$ cat src/rtl/cacheline_burst_adaptor_pkg.sv
//------------------------------------------------------------------------------
// Module   : cache_mux_types (package)
// Purpose  : Shared constants and FSM state encoding for the cache-line to
//            memory-burst adaptor.
// Contents : LINE_W - cache line width in bits
//            BEAT_W - memory burst beat width in bits
//            NBEAT  - beats per cache line
//            cla_state_t - adaptor FSM states
// Revision : 1.0 - initial release
//------------------------------------------------------------------------------
`default_nettype none

package cache_mux_types;

    localparam int LINE_W = 256;
    localparam int BEAT_W = 64;
    localparam int NBEAT  = LINE_W / BEAT_W;

    typedef enum logic [2:0] {
        IDLE     = 3'd0,
        RD_BURST = 3'd1,
        WR_BURST = 3'd2,
        DONE     = 3'd3,
        TURN     = 3'd4
    } cla_state_t;

endpackage

`default_nettype wire

$ cat src/rtl/cacheline_burst_adaptor.sv
//------------------------------------------------------------------------------
// Module   : cacheline_burst_adaptor
// Purpose  : Converts a cache line fill / writeback request into a fixed
//            4-beat memory burst, assembling or slicing the line beat by beat.
// Macro    : CLA_WRITEBACK_EN - when defined, the writeback (WR_BURST) path is
//            built; otherwise the block is read-only, line_write is ignored
//            and burst_write / burst_wdata are tied to 0.
// Ports    : clk          - clock, rising edge
//            rst          - asynchronous reset, active low
//            line_read    - line fill request, held until line_resp
//            line_write   - line writeback request, held until line_resp
//            line_addr    - line address (low 5 bits ignored)
//            line_wdata   - writeback line
//            line_rdata   - filled line, stable until next fill
//            line_resp    - one-cycle completion pulse
//            burst_read   - memory read burst request
//            burst_write  - memory write burst request
//            burst_addr   - burst base address
//            burst_wdata  - current write beat
//            burst_rdata  - current read beat
//            burst_resp   - one beat transferred this cycle
// Revision : 1.0 - initial release
//------------------------------------------------------------------------------
`default_nettype none

module cacheline_burst_adaptor #(
    parameter int LINE_W = cache_mux_types::LINE_W,
    parameter int BEAT_W = cache_mux_types::BEAT_W
) (
    input  logic              clk,
    input  logic              rst,
    input  logic              line_read,
    input  logic              line_write,
    input  logic [31:0]       line_addr,
    input  logic [LINE_W-1:0] line_wdata,
    output logic [LINE_W-1:0] line_rdata,
    output logic              line_resp,
    output logic              burst_read,
    output logic              burst_write,
    output logic [31:0]       burst_addr,
    output logic [BEAT_W-1:0] burst_wdata,
    input  logic [BEAT_W-1:0] burst_rdata,
    input  logic              burst_resp
);

    import cache_mux_types::*;

    localparam logic [1:0] C_LAST_BEAT = 2'(NBEAT - 1);

    cla_state_t        r_state;
    cla_state_t        w_next;
    logic [1:0]        r_beat;
    logic [31:0]       r_addr;
    logic [LINE_W-1:0] r_line;
    logic              w_write_req;
    logic              w_start;
    logic              w_in_burst;
    logic              w_beat;
    logic              w_last_beat;

`ifdef CLA_WRITEBACK_EN
    logic [LINE_W-1:0] r_wdata;

    assign w_write_req = line_write;
    assign burst_wdata = r_wdata[BEAT_W*int'(r_beat) +: BEAT_W];
`else
    // Writeback inputs have no function in the read-only build.
    logic w_unused_wb;

    assign w_write_req = 1'b0;
    assign burst_wdata = '0;
    assign w_unused_wb = ^{line_write, line_wdata};
`endif

    assign w_start     = (r_state == IDLE) && (line_read || w_write_req);
    assign w_in_burst  = (r_state == RD_BURST) || (r_state == WR_BURST);
    // burst_resp only counts while a burst is actually outstanding.
    assign w_beat      = burst_resp && w_in_burst;
    assign w_last_beat = w_beat && (r_beat == C_LAST_BEAT);

    assign burst_addr  = r_addr;
    assign line_rdata  = r_line;

    // State register, beat counter, request latches and line assembly.
    always_ff @(posedge clk or negedge rst) begin
        if (!rst) begin
            r_state <= IDLE;
            r_beat  <= 2'd0;
            r_addr  <= 32'd0;
            r_line  <= '0;
`ifdef CLA_WRITEBACK_EN
            r_wdata <= '0;
`endif
        end else begin
            r_state <= w_next;
            if (w_start) begin
                // Bursts are line aligned: 32-byte boundary.
                r_addr  <= {line_addr[31:5], 5'd0};
`ifdef CLA_WRITEBACK_EN
                r_wdata <= line_wdata;
`endif
            end
            if (w_beat) begin
                r_beat <= r_beat + 2'd1;
            end
            if (w_beat && (r_state == RD_BURST)) begin
                r_line[BEAT_W*int'(r_beat) +: BEAT_W] <= burst_rdata;
            end
        end
    end

    // Next state and outputs.
    always_comb begin
        w_next      = r_state;
        burst_read  = 1'b0;
        burst_write = 1'b0;
        line_resp   = 1'b0;
        case (r_state)
            IDLE: begin
                // Read has priority over writeback.
                if (line_read) begin
                    w_next = RD_BURST;
                end else if (w_write_req) begin
                    w_next = WR_BURST;
                end
            end
            RD_BURST: begin
                burst_read = 1'b1;
                if (w_last_beat) begin
                    w_next = DONE;
                end
            end
`ifdef CLA_WRITEBACK_EN
            WR_BURST: begin
                burst_write = 1'b1;
                if (w_last_beat) begin
                    w_next = DONE;
                end
            end
`endif
            DONE: begin
                line_resp = 1'b1;
                w_next    = TURN;
            end
            // TURN absorbs a request the requester is still holding the
            // cycle after line_resp.
            TURN: begin
                w_next = IDLE;
            end
            default: begin
                w_next = IDLE;
            end
        endcase
    end

endmodule

`default_nettype wire

$ cat config.mk
export PLATFORM = sky130hd
export DESIGN_NAME = cacheline_burst_adaptor
export DESIGN_NICKNAME = d
export VERILOG_FILES = /design/src/rtl/cacheline_burst_adaptor_pkg.sv /design/src/rtl/cacheline_burst_adaptor.sv
export SDC_FILE = /design/constraint.sdc
export NUM_CORES = 1
export LEC_CHECK = 0
export BUFFER_PORTS_ARGS = -buffer_cell sky130_fd_sc_hd__buf_2
export CAP_MARGIN = 20
export CORE_AREA = 2 2 279 281
export DETAILED_ROUTE_END_ITERATION = 10
export DIE_AREA = 0 0 281 283
export PLACE_DENSITY = 0.47
export SLEW_MARGIN = 10
export SYNTH_ARGS = -nofsm -noshare
export SYNTH_HDL_FRONTEND = slang
export SYNTH_SLANG_ARGS = --single-unit
$ cat constraint.sdc
create_clock -name clk -period 4.45 [get_ports clk]
set_input_delay 0.89 -clock clk [delete_from_list [all_inputs] [get_ports clk]]
set_output_delay 0.89 -clock clk [all_outputs]
set_load 0.05 [all_outputs]
# After elaboration in Yosys (flattened, before gate mapping)
# Cells that the tools add are included.
# W data, S select, Z words.
dict set report totals {
  register_bits 288
  inputBits 357
}
dict set report op_classes {
  n_addsub 2
  n_eq_ne 6
  shifts 2
  n_mux 6
  reduce_logical 7
}
# op n
set op_table {}
lappend op_table {{$bwmux W256} 1}
lappend op_table {{$shift A64 B33 Y256 const A} 1}
lappend op_table {{$shiftx A64 B33 Y256} 1}
lappend op_table {{$neg A8 Y33} 1}
lappend op_table {{$pmux W3 S3} 1}
lappend op_table {{$eq A3 B2 Y1 const B} 2}
lappend op_table {{$mux W3} 2}
lappend op_table {{$logic_and A1 B1 Y1} 4}
lappend op_table {{$ne A2 B2 Y1 const B} 2}
lappend op_table {{$eq A3 B1 Y1 const B} 1}
lappend op_table {{$logic_not A3 Y1} 1}
lappend op_table {{$add A2 B1 Y2 const B} 1}
lappend op_table {{$eq A2 B2 Y1 const B} 1}
lappend op_table {{$mux W1} 2}
lappend op_table {{$reduce_and A2 Y1} 1}
lappend op_table {{$logic_or A1 B1 Y1} 1}

# Logic depth before layout (Yosys ltp)
# Gate-level depths: netlist of run 1.
dict set report logic_depth {
  depth_word 6
  depth_mapped 7
}

# Least setup slack after synthesis of run 1
# No wires, ideal clock.
dict set report synth_path {
  path_kind {flip-flop to output port}
  from {register r_state[1]}
  to {output port burst_read}
  arrival_time_ns 1.618
  t_required_ns 3.560
  slack_ns 1.942
  stages_incl_launch_ff 2
  path_cell_list {dfrtp_1 nor3b_1}
}
dict set report synth_between {
  elab_chain_cells 2
}
# item line_no
set synth_lines {}
lappend synth_lines {{start: declaration} cacheline_burst_adaptor.sv:50} ;# cla_state_t r_state;
lappend synth_lines {{start signal: assignment} cacheline_burst_adaptor.sv:95} ;# r_state <= w_next;
lappend synth_lines {{$eq A3 B1 Y1} cacheline_burst_adaptor.sv:118} ;# case (r_state)
lappend synth_lines {{$mux W1} cacheline_burst_adaptor.sv:118}
lappend synth_lines {{end: declaration} cacheline_burst_adaptor.sv:38} ;# output logic burst_read,
# No other way between the ends.

# Worst setup path after layout of run 1
dict set report layout_path {
  from {register r_beat[0]}
  to {register r_line[65], in the netlist line_rdata[65]}
}
dict set report layout_between {
  elab_chain_cells 3
  word_cells_on_any_way 4
  classes_between {add/sub (1); shift (2); mux (1)}
}
# item line_no
set layout_lines {}
lappend layout_lines {{start: declaration} cacheline_burst_adaptor.sv:52} ;# logic [1:0] r_beat;
lappend layout_lines {{start signal: assignment} cacheline_burst_adaptor.sv:104} ;# r_beat <= r_beat + 2'd1;
lappend layout_lines {{$neg A8 Y33 (*)} cacheline_burst_adaptor.sv:107} ;# r_line[BEAT_W*int'(r_beat) +: BEAT_W] <= burst_rdata;
lappend layout_lines {{$shiftx A64 B33 Y256 or $shift A64 B33 Y256 (tied branches)} cacheline_burst_adaptor.sv:107}
lappend layout_lines {{$bwmux W256 (*)} cacheline_burst_adaptor.sv:107}
lappend layout_lines {{end signal: indexed assignment} cacheline_burst_adaptor.sv:107}
lappend layout_lines {{end: declaration} cacheline_burst_adaptor.sv:54} ;# logic [LINE_W-1:0] r_line;
# Mark *: on every way between the ends. The rest lies on a longest branch, timed or not.
# A chain may end at the register's enable or synchronous reset.

==> flow_summary.ini, run 1 <==
[setup_path]
end_kind = flop
r2r-start = r_beat[0]
endpoint = line_rdata[65]
critPathKind = flop to flop
worstPathCellList = inv_1, ha_1, and3b_4, buf_4, nand4_1, o21ai_0
worstPathRequired_ns = 4.91
cp.arrival_ns = 3.20
r2r_slack_ns = 1.71
cp_top_family = simple AND/OR/NAND/NOR gates
cpMaxStageDelayCell = and3b_4
critPathLaunch = r_beat[0]
worst_r2r_endpoint = line_rdata[65]
cpPeakStageDelay_ns = 0.93
reg2reg_depth = 6
crit_cells = 6
crit_fanout = 53
critPathBufInv = 2
cp-start-kind = flop

[clocking]
clockBufferDepth = 3
cts-root-buf = clkbuf_16
clkTransAtPathRegs_ns = 0.06
cts_resized = 0
clock_sinks = 288
clkLatencyLatePin_ns = 0.55
h-tree-depth = 2
cts_hold_buf = 0
cts_buffers = 39
cts_post_setup_buffers_inserted = 0
cts_tree = yes

[job]
drv_cap = 0

[worst_hold_path]
hold_path.class = primary input to async pin

[route]
drt_iter0_drc = 555
routed_via_density = 4.068
drc_errors = 0
wl_per_cell_um = 19.14
ant_nets = 0
first_pass_iters = 5
vias = 10950
routed_wl_mm = 51.52

[synth]
netlist_top_cells_count = 288 x dfrtp_1, 258 x inv_1, 256 x nand4_1
synth_most_common_cell = dfrtp_1
syn_area_um2 = 13660
ys_async_sr_fraction = 1.000
syn_area_per_cell_um2 = 10.55
synth-seq-cells = 288
synthCells = 1295
ys.flop_type = dfrtp_1
ys_seq_area_frac = 0.5275
yosys.area.top_type = dfrtp_1
synth_top_area_frac = 0.5275
synthTopCellsByArea = dfrtp_1 53%, o21ai_2 14%, nand4_1 12%, inv_1 7.1%, buf_4 4.0%
yosysUniqueCellTypes = 24
yosysWarnings = 0
synth_edf_count = 0

[floorplan]
io_pins = 712
row_count = 102
coreArea_um2 = 76700
die_y_um = 283
dieArea_um2 = 79520
die_w_um = 281
initial_core_util = 0.1781

[sta]
rsz0062_at_grt = false
slew_viol_final = 0
hold_viol = 0
slew_headroom = 0.3164
layout_worst_path_cycle_share = 0.6162
period_needed_ns = 2.742
tns_ns = 0
max_freq_mhz = 364.7
final-setup-viol-count = 0
tightest_slew_ns = 1.025
skew_ns = 0.01457

[pwr]
switchingPower_mw = 8.931
seqPwrFrac = 0.263
p_int_mw = 7.320
peakVddDrop_v = 0.0005165
leakagePower_nw = 8.295
switching_share = 0.5495
power.total_mw = 16.25
p_clk_frac = 0.189
power.density_nw_per_um2 = 930.3
p_comb_frac = 0.548

[placement]
routabilityCongestion = 0.7525
port_buffers = 379
placed_cell_area_um2 = 16230
detailed_place_hpwl_mm = 33.61

[final_layout]
multiInputGateArea_um2 = 4591
seqCellArea_um2 = 7207
drive_gt1_frac = 0.4436
syn_to_final_growth_pct = 27.87
fill_cells = 8396
fin_nets = 1984
post-route-cell-area_um2 = 17470
final_util = 0.2278

[global_routing]
use_met1 = 0.1618
first_global_vias = 11460
grt_max_degree = 192
grt_pass1_wl_mm = 76.80
met3_usage = 0.04296
grt_use_met2 = 0.2049
antenna_found_initial = 1
grt_busiest_layer = met2
grt-ovfl-total = 0
track_usage = 0.1273

[outcome]
status = completed
## layer usage
metal / vias up / part of all wire / wire length (um)
li1: 4926 / - / -
met1: 5514 / 0.43 / 22020
met2: 433 / 0.46 / 23950
met3: 72 / 0.084 / 4317
met4: 2 / 0.024 / 1222
met5: - / 0.00014 / 7
## stage by stage
stage                     worst slack [ns]  std cells  hold WS, ns
after CTS                            1.676       2690       0.4401
after global placement               1.732       2621       0.4855
after floorplan                      1.942       1364       0.5327
after detailed placement             1.680       2621       0.4915
final                                1.708       2691       0.4284
after global routing                 1.480       2690       0.4730
## power by group through the flow
stage	Combinational (mW)	Clock (mW)	Sequential, mW
6_report	8.91	3.07	4.27
5_1_grt	9.42	3.31	4.41
4_1_cts	9.03	3.22	4.28
3_5_place_dp	9.01	0	4.31
3_3_place_gp	8.96	0	4.27
2_1_floorplan	2.96	0	7.88
## layout make-up
type / instances / share of cell area
clock inverters: 17 / 0.009311
flip-flops and latches: 288 / 0.4125
well taps: 1040 / 0.07449
diodes: 1 / 0.0001432
multi-input cells: 632 / 0.2628
inverters: 258 / 0.05544
clock buffers: 52 / 0.06152
repair buffers: 403 / 0.1238
## state kept, by name, summed over array words and instances, names as in the netlist
name and flops:
r_state 3, r_beat 2, burst_addr 27, line_rdata 256
## worst min-delay path by stage
stage / from / endpoint / slack [ns] / cells past startpoint
after global placement: burst_addr[8] / burst_addr[8] / 0.49 / 1
after floorplan: r_beat[1] / r_beat[1] / 0.53 / 1
final: rst / burst_addr[22] / 0.43 / 1
after detailed placement: burst_addr[18] / burst_addr[18] / 0.49 / 1
after CTS: rst / burst_addr[22] / 0.44 / 1
after global routing: rst / burst_addr[22] / 0.47 / 1
## cell families (layout without fill, tap and decap cells)
family          after synthesis  count (layout)  share of synthesized area
compound gates              256             256                     0.1556
fa+ha+maj                     5               5                   0.004579
other cells                   1              71                  0.0002745
simple gates                271             271                     0.1259
mux                          28              28                    0.02308
buf+inv                     444             730                     0.1617
xor+xnor                      2               2                   0.001282
flops                       288             288                     0.5275
## cell usage in the layout (no fill, tap or decap), types with 2 or more instances in the layout
master / count
buf_2: 378
o21ai_1: 4
mux2_2: 28
o21ai_0: 27
clkbuf_8: 5
inv_1: 258
inv_6: 4
nand4_1: 256
ha_4: 4
and2_4: 4
buf_4: 18
clkbuf_1: 8
o21ai_2: 225
bufinv_16: 2
clkbuf_16: 39
clkinvlp_4: 2
and3b_1: 2
clkinv_2: 7
nor3b_2: 3
dfrtp_1: 288
buf_12: 6
clkinv_4: 2
conb_1: 70
## worst reg2reg max path: stages (launching register included)
cell and delay, ns:
dfrtp_1 0.59, inv_1 0.22, ha_1 0.31, and3b_4 0.93
buf_4 0.38, nand4_1 0.12, o21ai_0 0.12
Power figures use the tool's default switching activity.
==> run 2, diff against run 1 <==
--- a/config.mk
+++ b/config.mk
@@ -5,12 +5,13 @@
 export SDC_FILE = /design/constraint.sdc
 export NUM_CORES = 1
 export LEC_CHECK = 0
+export ABC_AREA = 1
 export BUFFER_PORTS_ARGS = -buffer_cell sky130_fd_sc_hd__buf_2
 export CAP_MARGIN = 20
-export CORE_AREA = 2 2 279 281
+export CORE_AREA = 2 2 277 279
 export DETAILED_ROUTE_END_ITERATION = 10
-export DIE_AREA = 0 0 281 283
-export PLACE_DENSITY = 0.47
+export DIE_AREA = 0 0 279 281
+export PLACE_DENSITY = 0.46
 export SLEW_MARGIN = 10
 export SYNTH_ARGS = -nofsm -noshare
 export SYNTH_HDL_FRONTEND = slang
==> constraint.sdc (replaced) <==
create_clock -name clk -period 2.8 [get_ports clk]
set_input_delay 0.56 -clock clk [delete_from_list [all_inputs] [get_ports clk]]
set_output_delay 0.56 -clock clk [all_outputs]
set_load 0.05 [all_outputs]
==> flow_summary.ini, run 2 <==
[outcome]
status = completed

[sta]
slew_viol_final = 0
skew_ns = 0.01032
final-setup-viol-count = 0
slew_headroom = 0.5253
hold_viol = 0
layout_worst_path_cycle_share = 0.8985
tightest_slew_ns = 0.7120
period_needed_ns = 2.516
rsz0062_at_grt = false
tns_ns = 0
max_freq_mhz = 397.5

[final_layout]
final_util = 0.2283
largest_reg_flops = 256
fill_cells = 8415
fin_cells = 3071
post-route-cell-area_um2 = 17220
drive_gt1_frac = 0.2323
final_common_cell = nand2_1
fin_nets = 2433
layout.cells.most_common_list = 864 x nand2_1, 378 x buf_2, 287 x dfrtp_1
syn_to_final_growth_pct = 31.46

[setup_path]
critPathLaunch = r_beat[0]
end_kind = flop
critPathBufInv = 4
worst_r2r_endpoint = line_rdata[202]
crit_cells = 9
cp.arrival_ns = 2.95
worstPathCellList = inv_1, ha_2, clkinv_1, buf_4, nand2_2, buf_12, nor3_1, nand2_1, nand2_1
r2r_slack_ns = 0.28
r2r-start = r_beat[0]
worstPathRequired_ns = 3.23
cp_top_family = buffers and inverters
crit_fanout = 56
critPathKind = flop to flop
cpPeakStageDelay_ns = 0.52
endpoint = line_rdata[202]
cpMaxStageDelayCell = ha_2
crit_path_frequent_cell = nand2_1
cp-start-kind = flop
reg2reg_depth = 9

[clocking]
clkTransAtPathRegs_ns = 0.06
cts_buffers = 38
cts-root-buf = clkbuf_16
cts_post_setup_buffers_inserted = 0
h-tree-depth = 2
clock_sinks = 288
cts_resized = 0
cts_tree = yes
clockBufferDepth = 3
clkLatencyLatePin_ns = 0.55

[worst_hold_path]
hold_path.class = primary input to flop
hold_path.startpoint = line_addr[15]

[synth]
synth_most_common_cell = nand2_1
ys_async_sr_fraction = 1.000
syn_area_per_cell_um2 = 7.660
yosysUniqueCellTypes = 18
syn_area_um2 = 13100
ys_seq_area_frac = 0.5502
yosysWarnings = 0
synthCells = 1710
synth_top_area_frac = 0.5502
ys.flop_type = dfrtp_1
yosys.area.top_type = dfrtp_1
synth-seq-cells = 288
synth_edf_count = 0
netlist_top_cells_count = 865 x nand2_1, 288 x dfrtp_1, 174 x nor2_1
synthTopCellsByArea = dfrtp_1 55%, nand2_1 25%, nor2_1 5.0%, buf_4 4.0%, nor3_1 3.4%

[global_routing]
track_usage = 0.1323
antenna_found_initial = 3
grt_pass1_wl_mm = 77.18
grt-ovfl-total = 0
first_global_vias = 11530
grt_max_degree = 65

[floorplan]
coreArea_um2 = 75440
io_pins = 712
die_w_um = 279
dieArea_um2 = 78400
die_y_um = 281
initial_core_util = 0.1736
row_count = 101

[job]
drv_cap = 0

[pwr]
power.density_nw_per_um2 = 1540
leakagePower_nw = 10.15
power.total_mw = 26.52
peakVddDrop_v = 0.0007161

[route]
routed_wl_mm = 52.76
drc_errors = 0
drt_iter0_drc = 535
vias = 11750
ant_nets = 0
first_pass_iters = 5
wl_per_cell_um = 17.18
routed_via_density = 3.827

[placement]
placed_cells = 3008
port_buffers = 379
detailed_place_hpwl_mm = 35.77
placed_cell_area_um2 = 16010
routabilityCongestion = 0.7868
## run 2: kinds of logic (layout without fill, tap and decap cells)
logic type               Yosys count  count (layout)  synth area share
AND/OR/NAND/NOR                 1172            1172            0.3505
flip-flops                       288             288            0.5502
buffers and inverters            244             557           0.09428
adder cells (fa/ha/maj)            5               5          0.004776
other                              1              71         0.0002863
## run 2: final cells by class
class | count | area (um^2) | share of cell area
sequential | 288 | 7208 | 0.4186
multi-input combinational | 1247 | 4974 | 0.2888
timing repair buffer | 419 | 2322 | 0.1349
tap | 978 | 1224 | 0.07106
clock buffer | 52 | 1097 | 0.06372
inverter | 77 | 289.0 | 0.01678
clock inverter | 9 | 103.9 | 0.006031
antenna | 1 | 2.502 | 0.0001453
## run 2: power breakdown
group,switching [mW],total [mW],internal (mW)
Sequential,0.981,6.93,5.95
Clock,1.90,4.81,2.90
Combinational,11.9,14.8,2.85
## run 2: repair_timing
item / 4_1_cts / 5_1_grt
endpoints found under the hold margin: 17 / 0
hold buffers: 1 / 0
setup endpoints to repair: 0 / 0
## run 2: per-stage QoR
| stage | hold slack [ns] | setup WS, ns |
|---|---|---|
| 3_3_place_gp | 0.4583 | 0.2822 |
| 4_1_cts | 0.1685 | 0.2541 |
| 5_1_grt | 0.1802 | 0.09159 |
| 2_1_floorplan | 0.2644 | 0.6076 |
| 3_5_place_dp | 0.4598 | 0.2785 |
| 6_report | 0.2140 | 0.2843 |
## run 2: worst min path at each step
stage                            to  slack (ns)  cells past startpoint
global placement    line_rdata[213]        0.46                      2
CTS                  burst_addr[13]        0.17                      3
floorplan            burst_addr[10]        0.26                      0
detailed placement  line_rdata[161]        0.46                      2
finish               burst_addr[15]        0.21                      3
global route         burst_addr[14]        0.18                      3
## run 2: tightest hold or removal path, stage by stage
cell,delay (ns)
buf_2,0.07
nand2_1,0.04
nand2_1,0.04
## run 2: routing by layer
layer,share of wire,global-route usage,routed length (um)
met4,0.029,0.04673,1515
met2,0.46,0.2122,24100
met5,0.00025,0,13
met3,0.061,0.03234,3193
met1,0.45,0.1730,23940
==> run 3, diff against run 2 <==
--- a/config.mk
+++ b/config.mk
@@ -12,7 +12,7 @@
 export DETAILED_ROUTE_END_ITERATION = 10
 export DIE_AREA = 0 0 279 281
 export PLACE_DENSITY = 0.46
-export SLEW_MARGIN = 10
+export REMOVE_ABC_BUFFERS = 1
 export SYNTH_ARGS = -nofsm -noshare
 export SYNTH_HDL_FRONTEND = slang
 export SYNTH_SLANG_ARGS = --single-unit
==> flow_summary.ini, run 3 (synthesized netlist as in run 2, its figures left out) <==
[outcome]
status = completed

[final_layout]
multiInputGateArea_um2 = 4974
final_common_cell = nand2_1
seqCellArea_um2 = 7208
fill_cells = 8450
syn_to_final_growth_pct = 31.45
drive_gt1_frac = 0.2332
fin_nets = 2434
layout.cells.most_common_list = 864 x nand2_1, 378 x buf_2, 287 x dfrtp_1
antenna_cells = 0
largest_reg_flops = 256

[clocking]
cts_post_setup_buffers_inserted = 0
cts_buffers = 37
cts_resized = 0
cts-root-buf = clkbuf_16
clkTransAtPathRegs_ns = 0.06
cts_hold_buf = 1
clockBufferDepth = 3
clock_sinks = 288
cts_tree = yes
h-tree-depth = 2
clkLatencyLatePin_ns = 0.54

[route]
wl_per_cell_um = 15.50
drc_errors = 0
drt_iter0_drc = 768
routed_via_density = 3.757
vias = 11550
routed_wl_mm = 47.66
ant_nets = 0
first_pass_iters = 5

[pwr]
power.total_mw = 26.31
peakVddDrop_v = 0.0006443
switching_share = 0.5552
p_comb_frac = 0.555
p_int_mw = 11.70
power.density_nw_per_um2 = 1528
p_clk_frac = 0.183
leakagePower_nw = 10.16
switchingPower_mw = 14.61
seqPwrFrac = 0.262

[sta]
final-setup-viol-count = 0
tns_ns = 0
layout_worst_path_cycle_share = 0.8159
slew_viol_final = 0
hold_viol = 0
max_freq_mhz = 437.7
slew_headroom = 0.6122
tightest_slew_ns = 0.5803
period_needed_ns = 2.285
worst_hold_slack_ns = 0.2202
rsz0062_at_grt = false
skew_ns = 0.02135

[floorplan]
coreArea_um2 = 75440
initial_core_util = 0.1736
dieArea_um2 = 78400
die_y_um = 281
row_count = 101
die_w_um = 279
io_pins = 712

[placement]
routabilityCongestion = 0.7515
detailed_place_hpwl_mm = 31.97
port_buffers = 379

[global_routing]
track_usage = 0.1199
first_global_vias = 11510
grt-ovfl-total = 0
grt_max_degree = 67
antenna_found_initial = 3
grt_pass1_wl_mm = 72.16

[job]
drv_cap = 0

[setup_path]
worstPathRequired_ns = 2.24
crit_fanout = 7
cpPeakStageDelay_ns = 0.47
cp-start-kind = flop
critPathBufInv = 2
end_kind = output port
cp.arrival_ns = 1.72
cpMaxStageDelayCell = dfrtp_1
worstPathCellList = inv_1, nor3_1, buf_2
critPathKind = flop to output port
cp_top_family = flip-flops
r2r_slack_ns = 0.61

[worst_hold_path]
hold_path.class = primary input to flop
## run 3: area by class of cell
class	instances	area share
Multi-Input combinational cell	1247	0.2888
Clock buffer	56	0.06445
Tap cell	978	0.07107
Sequential cell	288	0.4186
Clock inverter	8	0.005886
Timing Repair Buffer	421	0.1343
Inverter	77	0.01686
## run 3: final timing paths
kind | from | endpoint | depth (start not counted)
max | r_state[0] | burst_read | 3
min in group asynchronous | rst | line_rdata[221] | 2
max reg2reg | r_beat[0] | line_rdata[211] | 8
min | line_addr[16] | burst_addr[16] | 3
min reg2reg | line_rdata[35] | line_rdata[35] | 2
max in group asynchronous | rst | line_rdata[98] | 3
## run 3: power by group through the flow
stage          clock network, mW  logic [mW]  registers (mW)
2_1_floorplan                  0        3.66            13.2
3_3_place_gp                   0        14.8            6.94
3_5_place_dp                   0        14.8            6.93
4_1_cts                     5.00        14.8            6.91
5_1_grt                     5.19        15.6            7.15
6_report                    4.81        14.6            6.91
## run 3: metrics by stage
stage	std cells	cell area [um^2]	setup WS, ns	util
2_1_floorplan	1612	12410	-2.899	-
3_3_place_gp	3010	16000	0.6233	0.2121
3_5_place_dp	3010	16000	0.6194	0.2121
4_1_cts	3075	17220	0.4450	0.2282
5_1_grt	3075	17220	0.3654	0.2282
6_report	3075	17220	0.5154	0.2282
## run 3: routing by layer
metal  vias to the layer above  track usage  routed length, um
li1                       5752            -                  -
met1                      5370       0.1558              21470
met2                       358       0.1946              21840
met3                        68      0.03458               3333
met4                         4      0.03074                987
met5                         -            0                 27
## run 3: worst register-to-register path, delay by kind of cell, from the launching register on
family / cells / cell delay (ns)
adder cells (fa/ha/maj): 1 / 0.29
AND/OR/NAND/NOR: 4 / 0.52
buffers and inverters: 3 / 0.84
flip-flops: 1 / 0.41
